**src/rtl/uart_pkg.sv**
```systemverilog
// uart_pkg: shared UART receive-path definitions.
// Data width and capture-FSM state encoding.
package uart_pkg;

  localparam int UART_DATA_W = 8;

  typedef enum logic [0:0] {
    RXF_IDLE  = 1'b0,
    RXF_CLEAR = 1'b1
  } rxf_state_e;

endpackage

```
**src/rtl/uart_rx_fifo_if.sv**
```systemverilog
// uart_rx_fifo_if: receiver-side and read-side signals of uart_rx_fifo.
// slave = FIFO side, master = receiver/consumer side.
// Ports: rx_rdy, rx_data, rdy_clear (receiver);
//   rd_en, rd_data, empty, full, count (read port);
//   overrun, ovr_clear only with UART_RX_FIFO_OVERRUN_EN.
interface uart_rx_fifo_if
  import uart_pkg::*;
#(
  parameter int DEPTH = 16
);
  localparam int ADDR_W = $clog2(DEPTH);

  logic                   rx_rdy;
  logic [UART_DATA_W-1:0] rx_data;
  logic                   rdy_clear;
  logic                   rd_en;
  logic [UART_DATA_W-1:0] rd_data;
  logic                   empty;
  logic                   full;
  logic [ADDR_W:0]        count;
`ifdef UART_RX_FIFO_OVERRUN_EN
  logic                   overrun;
  logic                   ovr_clear;

  modport slave (
    input  rx_rdy, rx_data, rd_en, ovr_clear,
    output rdy_clear, rd_data, empty, full,
    output count, overrun
  );

  modport master (
    output rx_rdy, rx_data, rd_en, ovr_clear,
    input  rdy_clear, rd_data, empty, full,
    input  count, overrun
  );
`else
  modport slave (
    input  rx_rdy, rx_data, rd_en,
    output rdy_clear, rd_data, empty, full,
    output count
  );

  modport master (
    output rx_rdy, rx_data, rd_en,
    input  rdy_clear, rd_data, empty, full,
    input  count
  );
`endif

endinterface

```
**src/rtl/uart_fifo_mem.sv**
```systemverilog
// uart_fifo_mem: DEPTH x 8 register array, no reset.
// Ports: clk, i_we/i_waddr/i_wdata (sync write),
//   i_raddr/o_rdata (async read).
module uart_fifo_mem
  import uart_pkg::*;
#(
  parameter  int DEPTH  = 16,
  localparam int ADDR_W = $clog2(DEPTH)
) (
  input  logic                   clk,
  input  logic                   i_we,
  input  logic [ADDR_W-1:0]      i_waddr,
  input  logic [UART_DATA_W-1:0] i_wdata,
  input  logic [ADDR_W-1:0]      i_raddr,
  output logic [UART_DATA_W-1:0] o_rdata
);

  logic [UART_DATA_W-1:0] r_mem [DEPTH];

  always_ff @(posedge clk) begin
    if (i_we) r_mem[i_waddr] <= i_wdata;
  end

  assign o_rdata = r_mem[i_raddr];

endmodule

```
**src/rtl/uart_rx_fifo.sv**
```systemverilog
// uart_rx_fifo: captures receiver bytes into a FWFT FIFO.
// Ports: clk, rst (async, active-low), io_fifo (slave).
// Optional drop-on-full with sticky overrun flag:
//   define UART_RX_FIFO_OVERRUN_EN.
module uart_rx_fifo
  import uart_pkg::*;
#(
  parameter  int DEPTH  = 16,
  localparam int ADDR_W = $clog2(DEPTH)
) (
  input  logic           clk,
  input  logic           rst,
  uart_rx_fifo_if.slave  io_fifo
);

  localparam logic [0:0] S_IDLE  = RXF_IDLE;
  localparam logic [0:0] S_CLEAR = RXF_CLEAR;

  localparam logic [ADDR_W:0] L_FULL =
    (ADDR_W+1)'(DEPTH);

  logic [0:0]             r_state;
  logic                   r_rdy_clear;
  logic [ADDR_W-1:0]      r_wr_ptr;
  logic [ADDR_W-1:0]      r_rd_ptr;
  logic [ADDR_W:0]        r_count;

  logic                   w_full;
  logic                   w_empty;
  logic                   w_req;
  logic                   w_wr;
  logic                   w_rd;
  logic                   w_go;
  logic [UART_DATA_W-1:0] w_rdata;

  assign w_full  = (r_count == L_FULL);
  assign w_empty = (r_count == '0);
  assign w_req   = (r_state == S_IDLE) &&
                   io_fifo.rx_rdy;
  assign w_wr    = w_req && !w_full;
  assign w_rd    = io_fifo.rd_en && !w_empty;

`ifdef UART_RX_FIFO_OVERRUN_EN
  logic w_drop;
  logic r_overrun;

  // Full: byte is dropped but the receiver
  // is still released.
  assign w_drop = w_req && w_full;
  assign w_go   = w_req;

  always_ff @(posedge clk or negedge rst) begin
    if (!rst) begin
      r_overrun <= 1'b0;
    end else if (w_drop) begin
      r_overrun <= 1'b1;
    end else if (io_fifo.ovr_clear) begin
      r_overrun <= 1'b0;
    end
  end

  assign io_fifo.overrun = r_overrun;
`else
  // Full: leave the byte in the receiver
  // and retry once space frees up.
  assign w_go = w_wr;
`endif

  always_ff @(posedge clk or negedge rst) begin
    if (!rst) begin
      r_state     <= S_IDLE;
      r_rdy_clear <= 1'b0;
    end else begin
      r_rdy_clear <= w_go;
      case (r_state)
        S_IDLE: begin
          if (w_go) r_state <= S_CLEAR;
        end
        S_CLEAR: begin
          // Wait for rdy to fall so one frame
          // is never captured twice.
          if (!io_fifo.rx_rdy) r_state <= S_IDLE;
        end
        default: r_state <= S_IDLE;
      endcase
    end
  end

  always_ff @(posedge clk or negedge rst) begin
    if (!rst) begin
      r_wr_ptr <= '0;
      r_rd_ptr <= '0;
      r_count  <= '0;
    end else begin
      if (w_wr) r_wr_ptr <= r_wr_ptr + ADDR_W'(1);
      if (w_rd) r_rd_ptr <= r_rd_ptr + ADDR_W'(1);
      case ({w_wr, w_rd})
        2'b10:   r_count <= r_count + (ADDR_W+1)'(1);
        2'b01:   r_count <= r_count - (ADDR_W+1)'(1);
        default: r_count <= r_count;
      endcase
    end
  end

  uart_fifo_mem #(
    .DEPTH (DEPTH)
  ) u_mem (
    .clk     (clk),
    .i_we    (w_wr),
    .i_waddr (r_wr_ptr),
    .i_wdata (io_fifo.rx_data),
    .i_raddr (r_rd_ptr),
    .o_rdata (w_rdata)
  );

  assign io_fifo.rdy_clear = r_rdy_clear;
  assign io_fifo.rd_data   = w_empty ? '0 : w_rdata;
  assign io_fifo.empty     = w_empty;
  assign io_fifo.full      = w_full;
  assign io_fifo.count     = r_count;

endmodule

```
**src/flat_wrapper.sv**
```systemverilog
// flat-port wrapper written by rule: the top's interface ports become plain ports
module uart_rx_fifo_flat import uart_pkg::*;
#(
  parameter  int DEPTH  = 16,
  localparam int ADDR_W = $clog2(DEPTH)
)
  (clk, rst, io_fifo_rx_rdy, io_fifo_rx_data, io_fifo_rd_en, io_fifo_rdy_clear, io_fifo_rd_data, io_fifo_empty, io_fifo_full, io_fifo_count);
  uart_rx_fifo_if #(.DEPTH(DEPTH)) io_fifo_i ();
  input  logic clk;
  input  logic rst;
  input wire logic [$bits(io_fifo_i.rx_rdy)-1:0] io_fifo_rx_rdy;
  input wire logic [$bits(io_fifo_i.rx_data)-1:0] io_fifo_rx_data;
  input wire logic [$bits(io_fifo_i.rd_en)-1:0] io_fifo_rd_en;
  output wire logic [$bits(io_fifo_i.rdy_clear)-1:0] io_fifo_rdy_clear;
  output wire logic [$bits(io_fifo_i.rd_data)-1:0] io_fifo_rd_data;
  output wire logic [$bits(io_fifo_i.empty)-1:0] io_fifo_empty;
  output wire logic [$bits(io_fifo_i.full)-1:0] io_fifo_full;
  output wire logic [$bits(io_fifo_i.count)-1:0] io_fifo_count;
  assign io_fifo_i.rx_rdy = io_fifo_rx_rdy;
  assign io_fifo_i.rx_data = io_fifo_rx_data;
  assign io_fifo_i.rd_en = io_fifo_rd_en;
  assign io_fifo_rdy_clear = io_fifo_i.rdy_clear;
  assign io_fifo_rd_data = io_fifo_i.rd_data;
  assign io_fifo_empty = io_fifo_i.empty;
  assign io_fifo_full = io_fifo_i.full;
  assign io_fifo_count = io_fifo_i.count;
  uart_rx_fifo #(.DEPTH(DEPTH)) u_core (.clk(clk), .rst(rst), .io_fifo(io_fifo_i));
endmodule
```
**config.mk**
```make
export PLATFORM = sky130hd
export DESIGN_NAME = uart_rx_fifo_flat
export DESIGN_NICKNAME = d
export VERILOG_FILES = /design/src/rtl/uart_pkg.sv /design/src/rtl/uart_rx_fifo_if.sv /design/src/rtl/uart_fifo_mem.sv /design/src/rtl/uart_rx_fifo.sv /design/src/flat_wrapper.sv
export SDC_FILE = /design/constraint.sdc
export NUM_CORES = 1
export LEC_CHECK = 0
export ABC_AREA = 1
export ABC_CLOCK_PERIOD_IN_PS = 3200
export BUFFER_PORTS_ARGS = -buffer_cell sky130_fd_sc_hd__buf_2
export CAP_MARGIN = 15
export CORE_ASPECT_RATIO = 0.7
export CORE_MARGIN = 2
export CORE_UTILIZATION = 55
export DETAILED_ROUTE_END_ITERATION = 8
export GPL_TIMING_DRIVEN = 0
export PLACE_DENSITY_LB_ADDON = 0.3
export SLEW_MARGIN = 20
export SYNTH_ARGS = -nofsm -noshare
export SYNTH_HDL_FRONTEND = slang
export SYNTH_HIERARCHICAL = 1
export SYNTH_SLANG_ARGS = --single-unit
```
**constraint.sdc**
```tcl
create_clock -name clk -period 3.2 [get_ports clk]
set_clock_uncertainty 0.1 [all_clocks]
set_input_delay 0.16 -clock clk [delete_from_list [all_inputs] [get_ports clk]]
set_output_delay 0.16 -clock clk [all_outputs]
set_load 0.01 [all_outputs]
```
**Word-level counts from Yosys, hierarchy flattened**

Memory sizes are Yosys's and may differ from the RTL's.
Index checks and enable logic that the tools add are counted.

- Add/subtract/negate cells: 4
- Equality and inequality tests: 3
- Muxes and demuxes: 6
- Bitwise logic cells: 1
- Reduce and logical (&&, ||, !) cells: 7

Operators by type and width:

| operator | number |
|---|---|
| $pmux 5 s2 | 1 |
| $add 4x1->4 const B | 2 |
| $mux 8 | 1 |
| $add 5x1->5 const B | 1 |
| $eq 5x5->1 const B | 1 |
| $logic_not 5->1 | 1 |
| $sub 5x1->5 const B | 1 |
| $logic_and 1x1->1 | 3 |
| $mux 1 | 3 |
| $eq 2x1->1 const B | 1 |
| $eq 2x2->1 const B | 1 |
| $logic_not 1->1 | 2 |
| $pmux 1 s2 | 1 |
| $reduce_bool 2->1 | 1 |
| $not 1->1 | 1 |

- Flip-flop bits (word level): 15
- RAM bits: 128
- Input bits: 12
- Output and inout bits: 16
- Logic and storage cells: 27
- Memories kept: 1

Memories:

| name | words | width | read ports | clocked after memory_dff | wr ports | line | source |
|---|---|---|---|---|---|---|---|
| u_core.u_mem.r_mem | 16 | 8 | 1 | 0 | 1 | uart_fifo_mem.sv:18 | `logic [UART_DATA_W-1:0] r_mem [DEPTH];` |

**Longest topological paths before layout**

Gate-level depths: netlist of the first run.

- Depth after elaboration: 5
- Gate-level depth with buffers: 12

**Modules after synthesis**

Netlist of the first run, hierarchy kept.

By module, submodules not included:

| module | instances | cells an instance | area an instance (um^2) | sequential area each (um^2) |
|---|---|---|---|---|
| uart_fifo_mem | 1 | 543 | 5606.6 | 3843.7 |
| uart_rx_fifo | 1 | 125 | 957.2 | 375.4 |

**Worst setup path after synthesis of the first run**

OpenSTA, ideal clock, no wires.

- Path kind: register -> register
- Start: register u_core.r_count[0] (netlist: u_core/io_fifo.count[0])
- End: register u_core.r_count[3] (netlist: u_core/io_fifo.count[3])
- Arrival time: 1.969 ns
- Slack: 1.014 ns
- Cell stages (with the launch flop): 12
- Buffers on the path: 0
- Cells stage by stage: dfrtp_1 -> inv_1 -> nand4_2 -> nand2_2 -> inv_1 -> ha_1 -> ha_1 -> or2_2 -> nand2_1 -> nand2_1 -> nand3_1 -> nand2_1

- Word-level cells in the longest chain between the ends: 5
- Elaborated cells on any way between the ends: 12
- Classes of those cells: add/sub (2); eq/ne (3); mux (1); reduce/logical (6)

Ends and longest elaborated chain:

| item | line | source |
|---|---|---|
| start: declaration | uart_rx_fifo.sv:26 | `logic [ADDR_W:0] r_count;` |
| start signal: assignment | uart_rx_fifo.sv:98 | `2'b10: r_count <= r_count + (ADDR_W+1)'(1);` |
| start signal: assignment | uart_rx_fifo.sv:99 | `2'b01: r_count <= r_count - (ADDR_W+1)'(1);` |
| start signal: assignment | uart_rx_fifo.sv:100 | `default: r_count <= r_count;` |
| $logic_not 5->1 * | uart_rx_fifo.sv:37 | `assign w_empty = (r_count == '0);` |
| $logic_not 1->1 * | uart_rx_fifo.sv:41 | `assign w_rd = io_fifo.rd_en && !w_empty;` |
| $logic_and 1x1->1 * | uart_rx_fifo.sv:41 |  |
| via u_core.w_rd | uart_rx_fifo.sv:32 | `logic w_rd;` |
| $eq 2x1->1 or $eq 2x2->1 (tied branches) | uart_rx_fifo.sv:97 | `case ({w_wr, w_rd})` |
| $pmux 5 s2 or $reduce_bool 2->1 (tied branches) | n/a |  |

The timed path passes the listed nets; every way through them passes the cells marked *.
A chain may end at the register's enable or synchronous reset.

**Worst setup path in the final report of the first run**

- Start: register u_core.r_rd_ptr[0]
- End: output io_fifo_rd_data[3]

- Word-level cells in the longest chain between the ends: 2

Ends and longest elaborated chain:

| item | line | source |
|---|---|---|
| start: declaration | uart_rx_fifo.sv:25 | `logic [ADDR_W-1:0] r_rd_ptr;` |
| start signal: assignment | uart_rx_fifo.sv:96 | `if (w_rd) r_rd_ptr <= r_rd_ptr + ADDR_W'(1);` |
| $mem_v2 16x8 | n/a |  |
| via u_core.w_rdata[3] | uart_rx_fifo.sv:34 | `logic [UART_DATA_W-1:0] w_rdata;` |
| $mux 8 | uart_rx_fifo.sv:117 | `assign io_fifo.rd_data = w_empty ? '0 : w_rdata;` |
| end: declaration | flat_wrapper.sv:15 | `output wire logic [$bits(io_fifo_i.rd_data)-1:0] io_fifo_rd_data;` |

The timed path passes the listed nets, and every way through them passes these cells.

==> metrics, run 1 <==
Leak 3.44 nW; total grt overflow 0; post-synth net total 687; worst hold margin 0.0788 ns; Final Hold Fails 0; final worst path period need 2.52 ns; DP HPWL 10700 um; commonest non-fill, non-tap cell in the layout nand2_1; Slew Limit Headroom 36.8%; Die Area 12800 sq um; # DRC 0; hold crit path type input pin to async pin; WP data required 2.94 ns; DRT iter0 DRCs 540; hold buffers post-CTS 3; Num CTS Buffers 17; routed vias 4714; Slew Viols, Final 0; Die W 135 um; WL/cell 17.9 um; Routed WL 15900 um; Max clock buf depth 2; Core Region 11700 sq um; ANT nets after route 0; Total GRT Usage 26.6%; Synthesis Warnings 6; WS Path Type register to primary output; final worst setup slack 0.677 ns; CP max stage cell dfrtp_1; PortBufs 27; Worst Setup End Kind primary output; CTS Sinks 143; clock transition at the registers of the reported paths 0.06 ns; Vias/cell 5.31; Post-Synthesis Cells 668; Die H 95.4 um; PD cells 906 nW/um^2; unrepaired setup endpoints after global routing no; Post-CTS Setup Inserts 0; status finished, final reports clean; Data arrival, critical path 2.26 ns; ratio of final minimum period to clock period 78.9%; insertion delay to the later sink of the worst-skew pair 0.41 ns; Resize count post-CTS 0; H-Tree Depth 4; synthesized area per cell 9.83 sq um; fmax 396 MHz; Post-DP Area 6900 sq um; Critical Path Start Type register; first-pass GRT wire length 24400 um; Fillers 941; commonest non-fill, non-tap cells in the layout 222 x nand2_1, 128 x edfxtp_1, 122 x inv_1; mapped cell area 6560 sq um; WP buf/inv 4; IO Count 28; cell family with most CP delay buffers and inverters; # setup viols final 0; Site Rows 33; TritonRoute pass-1 iters 4; #FFs+latches synth 143; post-route cell area 7500 sq um; number of antenna diodes 0; Setup WS pre-CTS 0.760 ns; Final #Nets 736; vias in the first global route 4414; largest net degree at the start of global routing 17; CTS Root Cell clkbuf_16; Slew @ Worst Pin 0.944 ns; Peak VDD IR 0.497 mV; CP max stage delay 0.46 ns; # Max-Cap Violations 0; initial antenna violation count 0; Final GP Congestion 0.991; setup_tns 0 ns; P&R area growth vs syn 14.2%; CP Max Fanout 10; crit path cell chain inv_2 > buf_2 > nand2_1 > nand3_1 > nand3_1 > nand3_1 > nand2_1 > nand2_1 > inv_1 > buf_2; post-synthesis sequential area ratio 64.3%; starting density of the core 56.2%; Distinct cells, synth 25; CTS tree built; layout cells sized above 1 12.6%; PnR Total Power 6.79 mW
## cells in the mapped netlist, drive strengths merged
cell	instances	area, sq um
buf	25	178
dfrtp	15	375
edfxtp	128	3840
fa	1	20.0
ha	6	75.1
inv	124	465
nand2	224	851
nand3	109	551
nand3b	4	30.0
nand4	4	37.5
nor2	22	92.6
o22ai	1	6.26
or2	2	12.5
xnor2	1	8.76
xor2	2	17.5
## where the power goes
group | leakage [nW] | switching [mW] | internal, mW
Clock | 0.274 | 0.749 | 1.14
Sequential | 1.34 | 0.148 | 2.21
Combinational | 1.83 | 1.69 | 0.845
Total | 3.44 | 2.59 | 4.20
## stage by stage
step           util, %  instances
6_report          64.2        887
5_1_grt           64.2        887
4_1_cts           64.2        887
3_5_place_dp      59.0        852
3_3_place_gp      59.0        852
2_1_floorplan        -        668
## per-layer routing
metal / track usage (%) / part of all wire (%) / vias up
met5: 0 / 0 / -
met4: 7.37 / 0.70 / 0
met3: 6.38 / 9.8 / 10
met2: 39.4 / 43 / 228
met1: 39.7 / 46 / 2237
li1: - / - / 2239
## registers in the layout, indices dropped and copies added, names as in the netlist
name                      count
u_core/u_mem/r_mem          128
u_core/r_rd_ptr               4
u_core/r_wr_ptr               4
u_core/r_state                1
u_core/io_fifo.count          5
u_core/io_fifo.rdy_clear      1
## cell type report
cell class                 instances  area (sq um)  share of cell area (%)
clock inverter                    14           141                    1.89
inverter                         124           465                    6.21
tap                              157           196                    2.62
buffer                            25           178                    2.37
timing repair buffer              30           165                    2.20
sequential                       143          4220                    56.3
multi-input combinational        376          1700                    22.7
clock buffer                      18           429                    5.73
## cells by family after synthesis
kind of cell,share of synthesized area (%)
compound gates,0.0954
xor+xnor,0.400
fa+ha+maj,1.45
buf+inv,9.80
flops,64.3
simple gates,24.0
## worst paths after layout
kind | from | end | slack [ns] | cells after the start
setup / recovery | u_core/r_rd_ptr[0] | io_fifo_rd_data[3] | 0.68 | 10
hold / removal | rst | u_core/r_state | 0.08 | 2
setup reg to reg | u_core/io_fifo.count[0] | u_core/u_mem/r_mem[7][7] | 0.68 | 6
hold reg to reg | u_core/r_state | u_core/r_state | 0.41 | 2
min in group clk | io_fifo_rx_data[5] | u_core/u_mem/r_mem[2][5] | 0.08 | 1
max in group asynchronous | rst | u_core/r_rd_ptr[0] | 2.65 | 2
## worst register-to-register path, stage by stage (launching register included)
cell and delay, ns:
dfrtp_1 0.45, inv_1 0.12, nand4_2 0.21, nand2_4 0.11
inv_1 0.14, nand3b_1 0.23, nor2_1 0.78
Note: power is estimated with default switching activity, not from simulation.
==> inputs of run 2 (changes only) <==
--- a/config.mk
+++ b/config.mk
@@ -6,7 +6,7 @@
 export NUM_CORES = 1
 export LEC_CHECK = 0
 export ABC_AREA = 1
-export ABC_CLOCK_PERIOD_IN_PS = 3200
+export ABC_CLOCK_PERIOD_IN_PS = 2400
 export BUFFER_PORTS_ARGS = -buffer_cell sky130_fd_sc_hd__buf_2
 export CAP_MARGIN = 15
 export CORE_ASPECT_RATIO = 0.7
==> constraint.sdc (replaced) <==
create_clock -name clk -period 2.4 [get_ports clk]
set_clock_uncertainty 0.1 [all_clocks]
set_input_delay 0.12 -clock clk [delete_from_list [all_inputs] [get_ports clk]]
set_output_delay 0.12 -clock clk [all_outputs]
set_load 0.01 [all_outputs]
==> run 2 against run 1 <==
Routed wire length up 1.5%. Via count up 1.6%. First-iteration DRC count up 8.9%. Register-to-register slack worse by 0.67 ns. Die area unchanged. Final cell count up 0.56%. Worst setup slack worse by 0.67 ns. Sequential share of layout area down 0.85 points. Utilization up 1.0 points. Power up 36%. Critical endpoint is now u_core/u_mem/r_mem[13][3]. Largest cell class unchanged.
==> metrics, run 2 (synthesis results as in run 1) <==
Leak 3.46 nW; status finished, final reports clean; DRT iter0 DRCs 588; clock share of power 27.4%; H-Tree Depth 4; first-pass GRT wire length 24400 um; Finished Core Util 65.2%; number of antenna diodes 0; most flop-heavy register u_core/u_mem/r_mem; Routed WL 16100 um; insertion delay to the later sink of the worst-skew pair 0.42 ns; initial antenna violation count 0; final worst path period need 2.39 ns; CTS Root Cell clkbuf_16; Final #Nets 741; Fillers 920; Flop pwr share 34.2%; reg-to-reg startpoint u_core/io_fifo.count[0]; fmax 418 MHz; Layout Cells excl Fill 892; commonest non-fill, non-tap cell in the layout nand2_1; Die W 135 um; Worst Setup End Kind register; Die H 95.4 um; crit path capture u_core/u_mem/r_mem[13][3]; WS Path Type register to register; IO Count 28; WP data required 2.34 ns; crit path cell chain inv_2 > nand4_4 > nand2_4 > inv_1 > nand3_1 > nor2_1; hold crit path type input pin to async pin; layout cells sized above 1 15.1%; PortBufs 27; worst hold margin 0.0393 ns; starting density of the core 56.2%; Total GRT Usage 26.6%; ANT nets after route 0; commonest non-fill, non-tap cells in the layout 222 x nand2_1, 128 x edfxtp_1, 121 x inv_1; CP Max Fanout 8; Peak VDD IR 0.669 mV; DP HPWL 10700 um; Data arrival, critical path 2.33 ns; Core Region 11700 sq um; register area 4220 sq um; unrepaired setup endpoints after global routing yes; placed instance count 852; r2r worst-path depth 6; Int Pwr 5.69 mW; Largest register FFs 128; P&R area growth vs syn 16.1%; CP max stage cell nor2_1; # Max-Cap Violations 0; ratio of final minimum period to clock period 99.6%; Site Rows 33; # setup viols final 0; Slew @ Worst Pin 0.926 ns; worst reg2reg setup slack 0.008 ns; total grt overflow 0; Final Hold Fails 0; routed vias 4790; CP max stage delay 0.75 ns; Num CTS Buffers 17; Slew Limit Headroom 38.1%; reg-to-reg endpoint u_core/u_mem/r_mem[13][3]; crit path from u_core/io_fifo.count[0]; multi-input logic area 1760 sq um; Slew Viols, Final 0; Comb pwr share 38.3%; # DRC 0; TritonRoute pass-1 iters 5; CTS tree built; Critical Path Start Type register; sw power 3.54 mW; CTS Sinks 143; clock transition at the registers of the reported paths 0.06 ns; Max clock buf depth 2; PD cells 1210 nW/um^2; Vias/cell 5.37; Die Area 12800 sq um; WL/cell 18.1 um; vias in the first global route 4427; switch share 38.3%; Final GP Congestion 0.991; largest net degree at the start of global routing 17
==> run 2: worst max-delay path, delay by kind of cell (launching register included) <==
family,cells,cell delay (ns)
buffers and inverters,2,0.24
AND/OR/NAND/NOR,4,1.19
flip-flops,1,0.46
==> run 2: power groups by stage <==
stage	sequential [mW]	clock [mW]	combinational (mW)
6_report	3.16	2.53	3.54
5_1_grt	3.19	2.66	3.87
4_1_cts	3.15	2.55	3.32
3_5_place_dp	3.19	0	3.28
3_3_place_gp	3.18	0	3.20
2_1_floorplan	3.18	0	2.20
==> run 2: cell type report <==
cell class / count / area share (%)
inverters: 124 / 6.14
clock inverters: 14 / 1.86
well taps: 157 / 2.58
repair buffers: 35 / 2.66
multi-input cells: 376 / 23.2
plain buffers: 25 / 2.53
clock buffers: 18 / 5.63
flip-flops and latches: 143 / 55.4
==> run 2: what timing repair did <==
| action | CTS | global route |
|---|---|---|
| pin swaps | 0 | 2 |
| resized for setup | 5 | 20 |
| hold endpoints to repair | 22 | 0 |
| hold buffers | 3 | 0 |
| setup endpoints to repair | 19 | 106 |
| setup buffers | 0 | 5 |
==> run 2: metal layers <==
| layer | vias to the layer above | track usage [%] | share of wire [%] |
|---|---|---|---|
| met1 | 2275 | 39.4 | 45 |
| met3 | 18 | 6.70 | 10 |
| li1 | 2249 | - | - |
| met5 | - | 0 | 0 |
| met2 | 248 | 39.5 | 43 |
| met4 | 0 | 7.37 | 0.95 |
==> run 2: worst min-delay path by stage <==
stage	cells past startpoint	endpoint	start	slack (ns)
global route	1	u_core/u_mem/r_mem[1][5]	io_fifo_rx_data[5]	0.03
detailed placement	1	u_core/r_state	rst	-0.04
CTS	1	u_core/u_mem/r_mem[1][5]	io_fifo_rx_data[5]	0.03
floorplan	0	u_core/io_fifo.count[0]	rst	-0.28
finish	2	u_core/r_state	rst	0.04
global placement	1	u_core/r_state	rst	-0.06
==> run 2: stage by stage <==
| stage | TNS [ns] | setup WS [ns] | cell area (sq um) | power [mW] |
|---|---|---|---|---|
| floorplan | 0 | 0.214 | 6560 | 5.38 |
| global route | -2.24 | -0.120 | 7620 | 9.72 |
| global placement | 0 | 0.0515 | 6900 | 6.38 |
| finish | 0 | 0.00841 | 7620 | 9.23 |
| detailed placement | -0.328 | -0.0398 | 6900 | 6.47 |
| CTS | 0 | 0.00564 | 7510 | 9.02 |
